File: src/rtl/opb_master_cmd_bridge.sv
// OPB bus master: turns single user read/write commands into OPB request/grant,
// select and acknowledge phases, with bounded retries and a select timeout.
//
// state   | meaning
// --------+-----------------------------------------------------------
// IDLE    | cmd_ready high, waiting for a command
// REQ     | M_request high, waiting for OPB_MGrant
// XFER    | M_select high, bus driven, waiting for ack/err/retry/timeout
// BACKOFF | one dead cycle after a retry before requesting again
// RESP    | rsp_valid pulse with captured data and status
module opb_master_cmd_bridge #(
    parameter int C_OPB_AWIDTH     = 32,
    parameter int C_OPB_DWIDTH     = 32,
    parameter int C_TIMEOUT_CYCLES = 16,
    parameter int C_MAX_RETRIES    = 7
) (
    input  logic                        OPB_Clk,
    input  logic                        OPB_Rst,
    input  logic                        cmd_valid,
    output logic                        cmd_ready,
    input  logic                        cmd_rnw,
    input  logic [C_OPB_AWIDTH-1:0]     cmd_addr,
    input  logic [C_OPB_DWIDTH-1:0]     cmd_wdata,
    input  logic [C_OPB_DWIDTH/8-1:0]   cmd_be,
    output logic                        rsp_valid,
    output logic [C_OPB_DWIDTH-1:0]     rsp_rdata,
    output logic [1:0]                  rsp_status,
    output logic                        M_request,
    input  logic                        OPB_MGrant,
    output logic                        M_select,
    output logic                        M_RNW,
    output logic [0:C_OPB_AWIDTH-1]     M_ABus,
    output logic [0:C_OPB_DWIDTH/8-1]   M_BE,
    output logic [0:C_OPB_DWIDTH-1]     M_DBus,
    output logic                        M_seqAddr,
    input  logic [0:C_OPB_DWIDTH-1]     OPB_DBus,
    input  logic                        OPB_xferAck,
    input  logic                        OPB_errAck,
    input  logic                        OPB_retry,
    input  logic                        OPB_toutSup
);

    localparam int BEW = C_OPB_DWIDTH / 8;
    localparam int RW  = $clog2(C_MAX_RETRIES + 2);
    localparam int TW  = $clog2(C_TIMEOUT_CYCLES + 1);

    localparam logic [1:0] ST_OK   = 2'b00;
    localparam logic [1:0] ST_ERR  = 2'b01;
    localparam logic [1:0] ST_TOUT = 2'b10;
    localparam logic [1:0] ST_RTRY = 2'b11;

    typedef enum logic [2:0] {
        S_IDLE,
        S_REQ,
        S_XFER,
        S_BACKOFF,
        S_RESP
    } state_t;

    state_t                  state, state_n;
    logic                    rnw_q, rnw_n;
    logic [C_OPB_AWIDTH-1:0] addr_q, addr_n;
    logic [C_OPB_DWIDTH-1:0] wdata_q, wdata_n;
    logic [BEW-1:0]          be_q, be_n;
    logic [RW-1:0]           retry_cnt, retry_cnt_n;
    logic [TW-1:0]           tout_cnt, tout_cnt_n;
    logic [1:0]              status_q, status_n;
    logic [C_OPB_DWIDTH-1:0] rdata_q, rdata_n;

    always_ff @(posedge OPB_Clk) begin
        if (OPB_Rst) begin
            state     <= S_IDLE;
            rnw_q     <= 1'b0;
            addr_q    <= '0;
            wdata_q   <= '0;
            be_q      <= '0;
            retry_cnt <= '0;
            tout_cnt  <= '0;
            status_q  <= ST_OK;
            rdata_q   <= '0;
        end else begin
            state     <= state_n;
            rnw_q     <= rnw_n;
            addr_q    <= addr_n;
            wdata_q   <= wdata_n;
            be_q      <= be_n;
            retry_cnt <= retry_cnt_n;
            tout_cnt  <= tout_cnt_n;
            status_q  <= status_n;
            rdata_q   <= rdata_n;
        end
    end

    always_comb begin
        state_n     = state;
        rnw_n       = rnw_q;
        addr_n      = addr_q;
        wdata_n     = wdata_q;
        be_n        = be_q;
        retry_cnt_n = retry_cnt;
        tout_cnt_n  = tout_cnt;
        status_n    = status_q;
        rdata_n     = rdata_q;
        case (state)
            S_IDLE: begin
                if (cmd_valid) begin
                    rnw_n       = cmd_rnw;
                    addr_n      = cmd_addr;
                    wdata_n     = cmd_wdata;
                    be_n        = cmd_be;
                    retry_cnt_n = '0;
                    state_n     = S_REQ;
                end
            end
            S_REQ: begin
                if (OPB_MGrant) begin
                    tout_cnt_n = '0;
                    state_n    = S_XFER;
                end
            end
            S_XFER: begin
                if (OPB_errAck) begin
                    status_n = ST_ERR;
                    rdata_n  = '0;
                    state_n  = S_RESP;
                end else if (OPB_xferAck) begin
                    status_n = ST_OK;
                    rdata_n  = rnw_q ? OPB_DBus : '0;
                    state_n  = S_RESP;
                end else if (OPB_retry) begin
                    retry_cnt_n = retry_cnt + RW'(1);
                    // Current count already at the limit: this retry pushes it past.
                    if (retry_cnt >= RW'(C_MAX_RETRIES)) begin
                        status_n = ST_RTRY;
                        rdata_n  = '0;
                        state_n  = S_RESP;
                    end else begin
                        state_n = S_BACKOFF;
                    end
                end else if (!OPB_toutSup) begin
                    if (tout_cnt == TW'(C_TIMEOUT_CYCLES - 1)) begin
                        status_n = ST_TOUT;
                        rdata_n  = '0;
                        state_n  = S_RESP;
                    end else begin
                        tout_cnt_n = tout_cnt + TW'(1);
                    end
                end
            end
            S_BACKOFF: state_n = S_REQ;
            S_RESP:    state_n = S_IDLE;
            default:   state_n = S_IDLE;
        endcase
    end

    // Bus outputs are zero when not selected so they can be OR-ed onto the OPB.
    assign cmd_ready  = (state == S_IDLE);
    assign M_request  = (state == S_REQ) || (state == S_XFER);
    assign M_select   = (state == S_XFER);
    assign M_RNW      = M_select & rnw_q;
    assign M_ABus     = M_select ? addr_q : '0;
    assign M_BE       = M_select ? be_q : '0;
    assign M_DBus     = (M_select && !rnw_q) ? wdata_q : '0;
    assign M_seqAddr  = 1'b0;
    assign rsp_valid  = (state == S_RESP);
    assign rsp_rdata  = rdata_q;
    assign rsp_status = status_q;

endmodule

File: config.mk
export PLATFORM = sky130hd
export DESIGN_NAME = opb_master_cmd_bridge
export DESIGN_NICKNAME = d
export VERILOG_FILES = /design/src/rtl/opb_master_cmd_bridge.sv
export SDC_FILE = /design/constraint.sdc
export NUM_CORES = 1
export LEC_CHECK = 0
export CAP_MARGIN = 20
export CORE_ASPECT_RATIO = 0.5
export CORE_MARGIN = 3
export CORE_UTILIZATION = 61
export CTS_BUF_LIST = sky130_fd_sc_hd__clkbuf_4
export CTS_CLUSTER_DIAMETER = 80
export DETAILED_ROUTE_END_ITERATION = 8
export DONT_BUFFER_PORTS = 1
export PLACE_DENSITY = 0.78
export SLEW_MARGIN = 0
export SYNTH_ARGS = -nofsm -noshare
export SYNTH_HDL_FRONTEND = slang
export SYNTH_SLANG_ARGS = --single-unit
File: constraint.sdc
create_clock -name OPB_Clk -period 2.9 [get_ports OPB_Clk]
set_input_delay 0.58 -clock OPB_Clk [delete_from_list [all_inputs] [get_ports OPB_Clk]]
set_output_delay 0.58 -clock OPB_Clk [all_outputs]
set_load 0.01 [all_outputs]
==> impl_results.md, run 1 <==
- Synth warn: 0
- Most frequent cells in the layout: 176 x nand2_1, 115 x dfxtp_1, 76 x a21oi_1
- Die Ht: between 60 and 70 um
- Initial Utilization: 64.7%
- Routed WL: 11300 um
- Fillcell total: between 600 and 700
- Unrepaired setup endpoints after global routing: false
- Wire length per cell: 15.9 um
- Worst vdd ir: 419 uV
- Worst EP arrival: 1.89 ns
- Antenna Cells: 0
- Setup bufs post-CTS: 0
- Final setup fails: 0
- Root Buffer: clkbuf_4
- Clock buffer count from CTS: 17
- Clock transition at path regs: 0.10 ns
- Share of cells above drive strength 1: ~6.6%
- Die width: 133 um
- Leakage power: 2.14 nW
- # H-tree levels: 4
- GRT Total Usage: 24.4%
- Period utilization: 85.3%
- Cells after synthesis: slightly above 600
- CTS Buffer Depth: 2
- Type of the worst min-delay path: input port to flip-flop
- Largest net degree at the start of global routing: 112
- Max_slew headroom: 52.4%
- Hold slack: 0.163 ns
- Met3 usage: 9.06%
- Post-route setup TNS: 0 ns
- DRC viols: 0
- CTS tree: done
- R2R cell count: 8
- Initial DRC Count: about 300
- Met2 Usage GRT: 40.8%
- First-pass DRT Iterations: 4
- Count of cell types in the netlist: 35
- Worst EP required: 2.32 ns
- Startpoint types: flip-flop
- DP HPWL: about 7600 um
- Routed Antenna Nets: 0
- Gr busiest metal: met2
- Met1 usage: 28.6%
- Synthesized area per cell: 8.02 um2
- Hold Vio Cnt, Final: 0
- Seq/Total Area, Yosys: 47.0%
- Gr ovfl total: 0
- First-pass GRT wire length: ~18000 um
- Fmax: 404 MHz
- Number of core rows: 22
- Max-cap violations: 0
- Die area: 9210 um2
- Number of global-route vias before repair: between 3000 and 4000
- Synthesized area: a little under 5000 um2
- Seq cells post-synth: 115
- Clk_skew: 0.0141 ns
- Initial antenna violation count: 0
- Core area: about 7600 um2
- Hold buffer count at cts: 0
- CTS resizes: 0
- I/O pins: 217
- Syn_nets: between 700 and 800
- Pwr/cell area: 629 nW/um2
- Hold Path Stages: 1
- Total via count in the routed design: 3880
- Via density: 5.45
- Layout area overhead: 7.02%
- CTS Sinks: 115
- Nets: ~700
- Post-layout min period: about 2.5 ns
- GPL Wtd Cong: 0.799
- Worst-path fanout max: 43
- Clk_lat worst skew: approximately 0.50 ns
- Port Buffers: 0
- Kind of critical path: flip-flop to output port
- Most common cell after layout, fill and taps aside: nand2_1
- Status: complete, no violations
- Setup crit end kind: output port
- Measured slew at the worst slew-check pin: 0.713 ns
- Final Max Slew Viols: 0
## routing by layer
layer	wire [um]	part of all wire, %
met1	4710	42
met2	5450	48
met3	943	8.3
met4	197	1.7
met5	0	0
## kinds of logic (layout without fill, tap and decap cells)
| group | count (synthesis) | in the layout | share of synthesized area (%) |
|---|---|---|---|
| mux | 33 | 33 | 6.74 |
| flops | 115 | 115 | 47.0 |
| xor+xnor | 4 | 4 | 0.715 |
| fa+ha+maj | 3 | 3 | 0.766 |
| other cells | 1 | 1 | 0.0766 |
| simple gates | 315 | 315 | 30.8 |
| buf+inv | 51 | 44 | 4.29 |
| compound gates | 89 | 89 | 9.66 |
## final cells by class
cell class              instances  area [um2]  share of cell area (%)
inverters                       6        22.5                   0.430
clock buffers                  19         143                    2.72
multi-input cells             445        2390                    45.7
well taps                     108         135                    2.58
repair buffers                  6        57.6                    1.10
clock inverters                13         189                    3.60
flip-flops and latches        115        2300                    43.9
## report_power, final
group,switching [mW],internal [mW]
combinational,0.160,0.0883
sequential,0.0416,1.65
clock,0.581,0.776
total,0.783,2.52
## cells in the mapped netlist, drive strengths merged
cell type	count	area share (%)
nand3b	1	0.15
and2	70	8.9
buf	10	1.1
o21bai	1	0.15
nand4	2	0.26
ha	3	0.77
xor2	2	0.36
clkbuf	35	2.7
a21boi	3	0.46
xnor2	2	0.36
a211o	1	0.18
inv	6	0.46
nand2	177	14
a41o	1	0.20
and3	3	0.38
conb	1	0.077
a21oi	76	7.8
mux2i	33	6.7
or2	1	0.13
nor3	5	0.51
nor2	14	1.1
nor3b	1	0.15
nor4b	1	0.49
nand3	4	0.51
a211oi	1	0.15
nand2b	33	4.2
o21ai	3	0.31
dfxtp	115	47
or3	3	0.38
a221oi	1	0.18
a31oi	2	0.26
## flip-flops by register name (all words and copies together), names as in the netlist
signal	count
tout_cnt	5
rsp_rdata	32
retry_cnt	4
wdata_q	32
addr_q	32
rsp_status	2
state	3
be_q	4
rnw_q	1
## final timing paths
check                                 start      endpoint  slack (ns)
worst max-delay path               state[2]    M_ABus[27]        0.43
worst min-delay path                OPB_Rst   wdata_q[28]        0.16
worst max register to register  tout_cnt[0]  rsp_rdata[4]        0.84
worst min register to register  wdata_q[25]   wdata_q[25]        0.45
## per-stage QoR
step,worst slack [ns],cells,util [%],power (mW),instance area (um2)
global route,0.206,712,69.3,3.45,5240
finish,0.425,712,69.3,3.30,5240
detailed placement,0.725,680,64.9,1.98,4910
CTS,0.387,712,69.3,3.33,5240
global placement,0.840,680,64.9,1.97,4910
floorplan,0.930,611,-,1.94,4900
## critical path: stages (launching register included)
cell and delay [ns]:
dfxtp_1 0.41, nor2_1 0.17, nand2_1 0.13, inv_1 0.23, buf_12 0.23, and2_1 0.22
No activity file was read; power rests on OpenSTA's default activity.
==> inputs of run 2 (changes only) <==
--- a/config.mk
+++ b/config.mk
@@ -7,14 +7,14 @@
 export LEC_CHECK = 0
 export CAP_MARGIN = 20
 export CORE_ASPECT_RATIO = 0.5
-export CORE_MARGIN = 3
+export CORE_MARGIN = 5
 export CORE_UTILIZATION = 61
 export CTS_BUF_LIST = sky130_fd_sc_hd__clkbuf_4
 export CTS_CLUSTER_DIAMETER = 80
 export DETAILED_ROUTE_END_ITERATION = 8
 export DONT_BUFFER_PORTS = 1
 export PLACE_DENSITY = 0.78
-export SLEW_MARGIN = 0
 export SYNTH_ARGS = -nofsm -noshare
 export SYNTH_HDL_FRONTEND = slang
 export SYNTH_SLANG_ARGS = --single-unit
+export TNS_END_PERCENT = 100
==> impl_results.md, run 2 (same netlist as run 1, synthesis figures left out) <==
- First-pass DRT Iterations: 4
- Routed WL: 11400 um
- Clock transition at path regs: 0.10 ns
- Most frequent cells in the layout: 176 x nand2_1, 115 x dfxtp_1, 76 x a21oi_1
- Period utilization: between 90% and 100%
- R2R Setup Slk: 0.79 ns
- Share of cells above drive strength 1: 5.98%
- GRT Total Usage: between 20% and 30%
- Total via count in the routed design: 3883
- Initial DRC Count: 172
- Post-DP Area: around 4900 um2
- CTS tree: done
- Worst-path fanout max: 32
- Die width: 137 um
- Layout area overhead: 5.13%
- I/O pins: around 220
- Met1 usage: 25.1%
- Wire length per cell: roughly 16 um
- Post-Place Cells: 684
- Die Ht: roughly 73 um
- Pwr/cell area: 567 nW/um2
- First-pass GRT wire length: between 15000 and 20000 um
- Worst vdd ir: 320 uV
- Post-layout min period: roughly 2.7 ns
- Root Buffer: clkbuf_4
- Max-cap violations: 0
- Cell internal pwr: 2.17 mW
- Switching share of power: 25.7%
- Final Max Slew Viols: 0
- Routed Antenna Nets: 0
- Startpoint types: flip-flop
- Via density: around 5.4
- WHS Endpoint: wdata_q[29]
- DRC viols: 0
- Number of global-route vias before repair: 3674
- Type of the worst min-delay path: input port to flip-flop
- RR Startpoint: state[2]
- Clk_skew: roughly 0.013 ns
- Comb power frac: 8.7%
- Worst EP required: 2.32 ns
- Finished Core Util: 65.1%
- Unrepaired setup endpoints after global routing: false
- Kind of critical path: flip-flop to output port
- Final Non-Filler Cells: 715
- Gr busiest metal: met2
- Measured slew at the worst slew-check pin: 0.715 ns
- # H-tree levels: 4
- CTS Buffer Depth: 2
- Hold slack: 0.181 ns
- Pre-CTS setup slack: 0.709 ns
- Setup bufs post-CTS: 0
- Gr ovfl total: 0
- Largest net degree at the start of global routing: 112
- Worst EP arrival: 2.13 ns
- Port Buffers: 0
- Multi-input logic area: 2390 um2
- Clock buffer count from CTS: 17
- Final Power: just under 3 mW
- Sequential power share: 58.0%
- Register area: roughly 2300 um2
- Portion of total power attributed to the clock network: approximately 33%
- Hold Path Stages: 1
- Final setup fails: 0
- CTS resizes: 0
- Leakage power: 2.10 nW
- Switching power: around 750 uW
- Post-route cell area: 5150 um2
- Hold path startpoint: OPB_Rst
- GPL Wtd Cong: 0.807
- Clk_lat worst skew: just under 0.5 ns
- Setup crit end kind: output port
- Met3 usage: 9.71%
- CTS Sinks: between 100 and 150
- Status: complete, no violations
- Initial Utilization: about three fifths
- Hold Vio Cnt, Final: 0
- R2R cell count: 6
- Fillcell total: between 700 and 800
- Post-route setup TNS: 0 ns
- Setup WS post-layout: 0.186 ns
- Reg-to-reg endpoint: retry_cnt[3]
- Met2 Usage GRT: 37.0%
- Core area: 7910 um2
- Number of core rows: 23
- Most common cell after layout, fill and taps aside: nand2_1
- Die area: 10000 um2
- DP HPWL: 7820 um
- Max_slew headroom: 52.3%
- Initial antenna violation count: 0
- Fmax: 368 MHz
- Nets: 703
- Hold buffer count at cts: 0
==> run 2: changes by cell type in the layout (fill, tap and decap cells not counted) <==
cell | before | now
clkbuf_4 | 19 | 20
clkinv_1 | 3 | 5
diode_2 | 0 | 1
bufinv_16 | 5 | 1
clkinvlp_4 | 1 | 0
buf_4 | 5 | 4
buf_12 | 1 | 2
==> run 2: worst max path at each step <==
stage / end / slack (ns) / startpoint / depth (start not counted)
global placement: M_ABus[20] / 0.75 / state[2] / 5
global route: M_ABus[10] / 0.005 / state[0] / 5
finish: M_ABus[25] / 0.19 / state[2] / 5
floorplan: M_ABus[1] / 0.93 / state[2] / 7
CTS: M_ABus[25] / 0.17 / state[2] / 5
detailed placement: M_ABus[25] / 0.71 / state[0] / 5
==> run 2: power by group through the flow <==
stage / clock (mW) / combinational [mW] / sequential [mW]
after floorplan: 0 / 0.232 / 1.71
after global placement: 0 / 0.246 / 1.73
after detailed placement: 0 / 0.255 / 1.73
after CTS: 0.993 / 0.255 / 1.69
after global routing: 1.08 / 0.285 / 1.70
final: 0.974 / 0.253 / 1.69
==> run 2: critical path, stage by stage, from the launching register on <==
cell and delay, ns:
dfxtp_1 0.41, nor2_1 0.18, nand2_1 0.12, inv_1 0.46, buf_12 0.24, and2_1 0.22
==> run 2: cell type report <==
class | count | share of cell area [%]
Sequential cell | 115 | 44.7
Multi-Input combinational cell | 445 | 46.5
Timing Repair Buffer | 6 | 1.36
Tap cell | 112 | 2.72
Inverter | 6 | 0.437
Clock buffer | 20 | 2.92
Clock inverter | 10 | 1.34
Antenna cell | 1 | 0.0486
==> run 2: per-layer routing <==
| metal | vias to the layer above | share of wire (%) | wire (um) |
|---|---|---|---|
| li1 | 1921 | - | - |
| met1 | 1805 | 40 | 4590 |
| met2 | 139 | 47 | 5410 |
| met3 | 18 | 11 | 1250 |
| met4 | 0 | 1.7 | 189 |
| met5 | - | 0 | 0 |
